==> src/rtl/seq_pattern_tx_pkg.sv <==
// Shared definitions for the seq_pattern_tx / seq_detector pair.
// Holds the transmitter state encoding and the default pattern constants.
package seq_pkg;

  localparam int SEQ_PAT_W = 4;
  localparam logic [SEQ_PAT_W-1:0] SEQ_PAT_DEFAULT = 4'b1101;

  typedef enum logic [1:0] {
    IDLE  = 2'd0,
    SHIFT = 2'd1,
    GAP   = 2'd2
  } tx_state_t;

endpackage

==> src/rtl/seq_pattern_tx_if.sv <==
// Start handshake bundle for seq_pattern_tx: request valid/ready plus the
// pattern, repeat count and gap fields captured on acceptance.
interface seq_pattern_tx_if #(
  parameter int PAT_W = 4,
  parameter int REP_W = 4,
  parameter int GAP_W = 4
) ();
  logic             start_valid;
  logic             start_ready;
  logic [PAT_W-1:0] pattern_in;
  logic [REP_W-1:0] rep_in;
  logic [GAP_W-1:0] gap_in;

  modport master (output start_valid, pattern_in, rep_in, gap_in,
                  input  start_ready);
  modport slave  (input  start_valid, pattern_in, rep_in, gap_in,
                  output start_ready);
endinterface

==> src/rtl/seq_pattern_tx_shifter.sv <==
// seq_tx_shifter: pattern register and bit index for seq_pattern_tx.
// Presents the bit that goes on the line at the next edge (next_bit), the
// pattern MSB for restarts out of a gap, and a flag for the final bit.
module seq_tx_shifter #(
  parameter int PAT_W = 4
) (
  input  logic             clk,
  input  logic             rst_n,
  input  logic             load,
  input  logic             shift,
  input  logic [PAT_W-1:0] pattern_d,
  output logic             next_bit,
  output logic             msb_bit,
  output logic             last_bit
);
  localparam int IDX_W = $clog2(PAT_W);
  localparam logic [IDX_W-1:0] IDX_TOP = IDX_W'(PAT_W - 1);

  logic [PAT_W-1:0] pat_q;
  logic [IDX_W-1:0] idx_q;
  logic [IDX_W-1:0] idx_m1;

  // Capture on load; on shift step down, wrapping to the MSB after the last
  // bit so back-to-back repetitions need no separate reload.
  always_ff @(posedge clk or negedge rst_n) begin
    if (!rst_n) begin
      pat_q <= '0;
      idx_q <= IDX_TOP;
    end else if (load) begin
      pat_q <= pattern_d;
      idx_q <= IDX_TOP;
    end else if (shift) begin
      idx_q <= last_bit ? IDX_TOP : idx_q - 1'b1;
    end
  end

  assign last_bit = (idx_q == '0);
  assign idx_m1   = idx_q - 1'b1;
  assign msb_bit  = pat_q[PAT_W-1];
  assign next_bit = last_bit ? pat_q[PAT_W-1] : pat_q[idx_m1];
endmodule

==> src/rtl/seq_pattern_tx.sv <==
// seq_pattern_tx: serial pattern transmitter feeding seq_detector.seq_in.
// Sends a captured pattern MSB-first, (rep+1) times, with gap idle cycles
// between repetitions. Optional macro SEQ_TX_EXPECT_EN adds expect_detect,
// a pulse marking the cycle a Moore detector should flag each repetition.
module seq_pattern_tx
  import seq_pkg::*;
#(
  parameter int   PAT_W      = 4,
  parameter int   REP_W      = 4,
  parameter int   GAP_W      = 4,
  parameter logic IDLE_LEVEL = 1'b0
) (
  input  logic                   clk,
  input  logic                   reset,
  seq_pattern_tx_if.slave        req,
  input  logic                   abort,
  output logic                   seq_out,
  output logic                   busy,
  output logic                   done
`ifdef SEQ_TX_EXPECT_EN
  ,output logic                  expect_detect
`endif
);
  tx_state_t        state;
  logic [REP_W-1:0] rep_q, rep_cnt;
  logic [GAP_W-1:0] gap_q, gap_cnt;
  logic             accept, sh_load, sh_shift;
  logic             next_bit, msb_bit, last_bit;

  // abort wins over a simultaneous start
  assign req.start_ready = (state == IDLE);
  assign accept          = (state == IDLE) && req.start_valid && !abort;
  assign sh_load         = accept;
  assign sh_shift        = (state == SHIFT) && !abort;

  seq_tx_shifter #(.PAT_W(PAT_W)) u_shifter (
    .clk       (clk),
    .rst_n     (reset),
    .load      (sh_load),
    .shift     (sh_shift),
    .pattern_d (req.pattern_in),
    .next_bit  (next_bit),
    .msb_bit   (msb_bit),
    .last_bit  (last_bit)
  );

  // Control FSM; seq_out/busy/done are registered alongside the state so the
  // first pattern bit appears on the accept edge itself.
  always_ff @(posedge clk or negedge reset) begin
    if (!reset) begin
      state   <= IDLE;
      rep_q   <= '0;
      gap_q   <= '0;
      rep_cnt <= '0;
      gap_cnt <= '0;
      seq_out <= IDLE_LEVEL;
      busy    <= 1'b0;
      done    <= 1'b0;
    end else begin
      done <= 1'b0;
      case (state)
        IDLE: begin
          if (accept) begin
            rep_q   <= req.rep_in;
            gap_q   <= req.gap_in;
            rep_cnt <= '0;
            state   <= SHIFT;
            seq_out <= req.pattern_in[PAT_W-1];
            busy    <= 1'b1;
          end
        end
        SHIFT: begin
          if (abort) begin
            state   <= IDLE;
            seq_out <= IDLE_LEVEL;
            busy    <= 1'b0;
          end else if (last_bit) begin
            if (rep_cnt == rep_q) begin
              state   <= IDLE;
              seq_out <= IDLE_LEVEL;
              busy    <= 1'b0;
              done    <= 1'b1;
            end else if (gap_q != '0) begin
              state   <= GAP;
              gap_cnt <= gap_q - 1'b1;
              seq_out <= IDLE_LEVEL;
            end else begin
              rep_cnt <= rep_cnt + 1'b1;
              seq_out <= next_bit;
            end
          end else begin
            seq_out <= next_bit;
          end
        end
        GAP: begin
          if (abort) begin
            state   <= IDLE;
            seq_out <= IDLE_LEVEL;
            busy    <= 1'b0;
          end else if (gap_cnt == '0) begin
            state   <= SHIFT;
            rep_cnt <= rep_cnt + 1'b1;
            seq_out <= msb_bit;
          end else begin
            gap_cnt <= gap_cnt - 1'b1;
          end
        end
        default: begin
          state   <= IDLE;
          seq_out <= IDLE_LEVEL;
          busy    <= 1'b0;
        end
      endcase
    end
  end

`ifdef SEQ_TX_EXPECT_EN
  // Pulse one cycle after each repetition's final bit has been on the line
  always_ff @(posedge clk or negedge reset) begin
    if (!reset) expect_detect <= 1'b0;
    else        expect_detect <= (state == SHIFT) && last_bit;
  end
`endif
endmodule

==> src/flat_wrapper.sv <==
// flat-port wrapper written by rule: the top's interface ports become plain ports
module seq_pattern_tx_flat import seq_pkg::*;
#(
  parameter int   PAT_W      = 4,
  parameter int   REP_W      = 4,
  parameter int   GAP_W      = 4,
  parameter logic IDLE_LEVEL = 1'b0
)
  (clk, reset, abort, seq_out, busy, done, req_start_valid, req_pattern_in, req_rep_in, req_gap_in, req_start_ready);
  seq_pattern_tx_if #(.PAT_W(PAT_W), .REP_W(REP_W), .GAP_W(GAP_W)) req_i ();
  input  logic clk;
  input  logic reset;
  input  logic abort;
  output logic seq_out;
  output logic busy;
  output logic done;
  input wire logic [$bits(req_i.start_valid)-1:0] req_start_valid;
  input wire logic [$bits(req_i.pattern_in)-1:0] req_pattern_in;
  input wire logic [$bits(req_i.rep_in)-1:0] req_rep_in;
  input wire logic [$bits(req_i.gap_in)-1:0] req_gap_in;
  output wire logic [$bits(req_i.start_ready)-1:0] req_start_ready;
  assign req_i.start_valid = req_start_valid;
  assign req_i.pattern_in = req_pattern_in;
  assign req_i.rep_in = req_rep_in;
  assign req_i.gap_in = req_gap_in;
  assign req_start_ready = req_i.start_ready;
  seq_pattern_tx #(.PAT_W(PAT_W), .REP_W(REP_W), .GAP_W(GAP_W), .IDLE_LEVEL(IDLE_LEVEL)) u_core (.clk(clk), .reset(reset), .req(req_i), .abort(abort), .seq_out(seq_out), .busy(busy), .done(done));
endmodule
==> config.mk <==
export PLATFORM = sky130hd
export DESIGN_NAME = seq_pattern_tx_flat
export DESIGN_NICKNAME = d
export VERILOG_FILES = /design/src/rtl/seq_pattern_tx_pkg.sv /design/src/rtl/seq_pattern_tx_if.sv /design/src/rtl/seq_pattern_tx_shifter.sv /design/src/rtl/seq_pattern_tx.sv /design/src/flat_wrapper.sv
export SDC_FILE = /design/constraint.sdc
export NUM_CORES = 1
export LEC_CHECK = 0
export CORE_MARGIN = 2
export CORE_UTILIZATION = 54
export CTS_BUF_LIST = sky130_fd_sc_hd__clkbuf_16
export DETAILED_ROUTE_END_ITERATION = 16
export GPL_ROUTABILITY_DRIVEN = 0
export PLACE_DENSITY = 0.91
export SLEW_MARGIN = 20
export SYNTH_ARGS = -nofsm -noshare
export SYNTH_HDL_FRONTEND = slang
export SYNTH_SLANG_ARGS = --single-unit
==> constraint.sdc <==
create_clock -name clk -period 2.9 [get_ports clk]
set_input_delay 0.58 -clock clk [delete_from_list [all_inputs] [get_ports clk]]
set_output_delay 0.58 -clock clk [all_outputs]
set_load 0.05 [all_outputs]
==> flow_summary.yaml, run 1 <==
timing:
  worstMarginPinSlew_ns: 0.663
  period_needed_ns: 2.58
  hold_violations: 0
  drv_slew: 0
  fin_skew_ns: 0.00318
  rsz0062_at_grt: "false"
  min_period_over_period_pct: 89.1
  tns_ns: 0
  finalSetupViolCount: 0
  fmax_mhz: 387
  relSlewSlack_pct: 55.7
setup_path:
  r2r-end: "u_core.busy"
  regToRegStartpoint: "u_core.rep_cnt[0]"
  worstRegToRegCells: 5
  reg2reg_slack_ns: 0.63
  critPathLaunchType: "flip-flop"
  critical_path_required_ns: 2.32
  worstPathMaxFanout: 8
  end_kind: "output port"
  path_class: "reg2out"
  worstPathArrival_ns: 2.00
clock_tree:
  clock-sinks: 27
  clk_latency_ns: 0.26
  cts_hold_buf: 0
  cts_setup_buffers: 0
  cts-root-buf: "clkbuf_16"
  cts_buffers: 3
  cts_resized: 0
  h-tree-depth: 1
  clkTransAtPathRegs_ns: 0.07
  cts_tree: "built"
  cts_buffer_depth: 2
final_layout:
  finalNonFillerCells: 182
  syn_to_final_growth_pct: 20.6
  num_antenna_cells: 0
  layout-drive-gt1-share_pct: 17.9
  nets: 175
  fill_cells: 192
  layout_commonest_cell: "dfrtp_1"
  mostFrequentLayoutCells: "dfrtp_1 (25), clkdlybuf4s50_1 (19), mux2_2 (14), nand2_1 (11), inv_1 (8)"
min_path:
  min_from: "u_core.u_shifter.idx_q[1]"
  holdPathEnd: "u_core.u_shifter.idx_q[1]"
  holdPathStages: 2
  hp-class: "reg2reg"
die:
  fp.coreArea_um2: 2690
  die_x_um: 56.7
  dieArea_um2: 3210
  io_pins: 20
  die_h_um: 56.7
  start_util_pct: 55.8
  rows: 19
run:
  drv_cap: 0
power_and_ir_drop:
  power-per-cell-area_nw_per_um2: 1160
  ir_worst_vdd_mv: 0.668
  p_switching_w: 0.000856
  p_int_w: 0.00124
  swShare_pct: 40.8
  combPwrFrac_pct: 49.5
  p_leak_nw: 0.766
  seq_power_share_pct: 35.4
  clock_power_share_pct: 15.1
global_route:
  antenna_found_initial: 0
  grt_max_degree: 16
  grt_pass1_wl_um: 5290
  overflow: 0
  grt_pass1_vias: 1134
  track_usage_pct: 21.2
routing:
  first_iter_violations: 26
  drt_pass1_iterations: 4
  drc: 0
  detail-route-antenna-nets: 0
  wire_per_inst_um: 16.6
  drt_wl_total_um: 3020
  via_per_inst: 5.95
  vias: 1083
yosys:
  syn-instance-count: 129
  ys_ff_latch: 27
  synth_flop_cell: "dfrtp_1"
  synthArstFlopShare_pct: 100
  yosys_warnings: 0
  ys_seq_area_share_pct: 45.3
  synth_edf_count: 0
  syn_nets: 152
  syn-cell-area_um2: 1500
  ys_types: 41
  syn_avg_cell_area_um2: 11.6
place:
  io_buffers: 19
  dp_cells: 178
  post-dp-hpwl_um: 2360
run_status:
  status: "finished, final reports clean"
## synth_stat cells, drive strengths merged, types with 3 or more instances
| cell | count | area share, % |
|---|---|---|
| a21oi | 4 | 1.3 |
| dfrtp | 25 | 42 |
| ha | 7 | 5.8 |
| inv | 8 | 2.0 |
| mux2 | 14 | 11 |
| mux2i | 3 | 2.0 |
| nand2 | 11 | 2.8 |
| nand2b | 3 | 1.3 |
| nand3 | 4 | 1.3 |
| nor2 | 3 | 0.75 |
| o211ai | 4 | 3.3 |
| o21ai | 5 | 1.7 |
| xor2 | 5 | 2.9 |
## power by group through the flow
stage | combinational (W) | sequential (W) | clock [W]
after global routing | 0.00116 | 0.000764 | 0.000329
after floorplan | 0.000771 | 0.000748 | 0
after global placement | 0.000972 | 0.000727 | 0
after CTS | 0.00105 | 0.000741 | 0.000324
final | 0.00104 | 0.000743 | 0.000317
after detailed placement | 0.00104 | 0.000746 | 0
## metrics by stage
step | total power, W | util (%) | worst slack (ns) | area, um2 | hold WS [ns]
2_1_floorplan | 0.00152 | - | 0.837 | 1500 | 0.284
3_3_place_gp | 0.00170 | 64.3 | 0.495 | 1730 | 0.485
3_5_place_dp | 0.00179 | 64.3 | 0.401 | 1730 | 0.493
4_1_cts | 0.00211 | 67.3 | 0.295 | 1810 | 0.508
5_1_grt | 0.00225 | 67.3 | 0.245 | 1810 | 0.522
6_report | 0.00210 | 67.3 | 0.316 | 1810 | 0.506
## metal layers
layer / up-vias / share of wire, % / global-route usage (%) / routed length [um]
li1: 520 / - / - / -
met1: 536 / 40 / 24.8 / 1200
met2: 22 / 56 / 39.7 / 1700
met3: 5 / 2.9 / 3.00 / 89
met4: 0 / 1.2 / 5.78 / 37
met5: - / 0 / 0 / 0
## state kept, by name, summed over array words and instances, names as in the netlist
register / flops
u_core.rep_cnt: 4
u_core.u_shifter.idx_q: 2
u_core.rep_q: 4
u_core.u_shifter.pat_q: 4
u_core.gap_q: 4
u_core.gap_cnt: 4
u_core.done: 1
u_core.state: 2
u_core.seq_out: 1
u_core.busy: 1
## critical path, cell delays in order (launching register included)
cell and delay, ns:
dfrtp_1 0.41, inv_1 0.13, ha_1 0.34, clkdlybuf4s50_1 0.86
## logic make-up (layout without fill, tap and decap cells)
group                      count (synthesis)  in the layout  share of synthesized area, %
muxes                                     18             18                          14.0
AOI/OAI and AO/OA                         27             27                          15.5
DFF                                       27             27                          45.3
adders and majority gates                  7              7                          5.85
buffers and inverters                     10             32                          2.51
xor gates and xnor gates                   6              6                          3.51
and+or+nand+nor                           34             34                          13.4
## cell type report
cell class                 count  area, um2  share of cell area [%]
multi-input combinational     92        782                    43.3
sequential                    27        678                    37.5
timing repair buffer          20        198                    10.9
clock buffer                   3       75.1                    4.16
tap                           31       38.8                    2.15
inverter                       8       30.0                    1.66
clock inverter                 1       5.00                   0.277
## worst max-delay path by stage
stage	from	endpoint	slack (ns)	cells after the start
2_1_floorplan	u_core.state[0]	u_core.gap_cnt[2]	0.84	8
3_3_place_gp	abort	u_core.busy	0.50	5
3_5_place_dp	abort	u_core.busy	0.40	5
4_1_cts	u_core.state[0]	req_start_ready	0.30	3
5_1_grt	u_core.state[0]	req_start_ready	0.25	3
6_report	u_core.state[0]	req_start_ready	0.32	3
Note: power is estimated with default switching activity, not from simulation.
==> inputs of run 2 (changes only) <==
--- a/config.mk
+++ b/config.mk
@@ -8,6 +8,7 @@
 export CORE_MARGIN = 2
 export CORE_UTILIZATION = 54
 export CTS_BUF_LIST = sky130_fd_sc_hd__clkbuf_16
+export CTS_CLUSTER_DIAMETER = 120
 export DETAILED_ROUTE_END_ITERATION = 16
 export GPL_ROUTABILITY_DRIVEN = 0
 export PLACE_DENSITY = 0.91
==> results of run 2 <==
No change in the layout: final DEF, timing and power equal those of run 1.
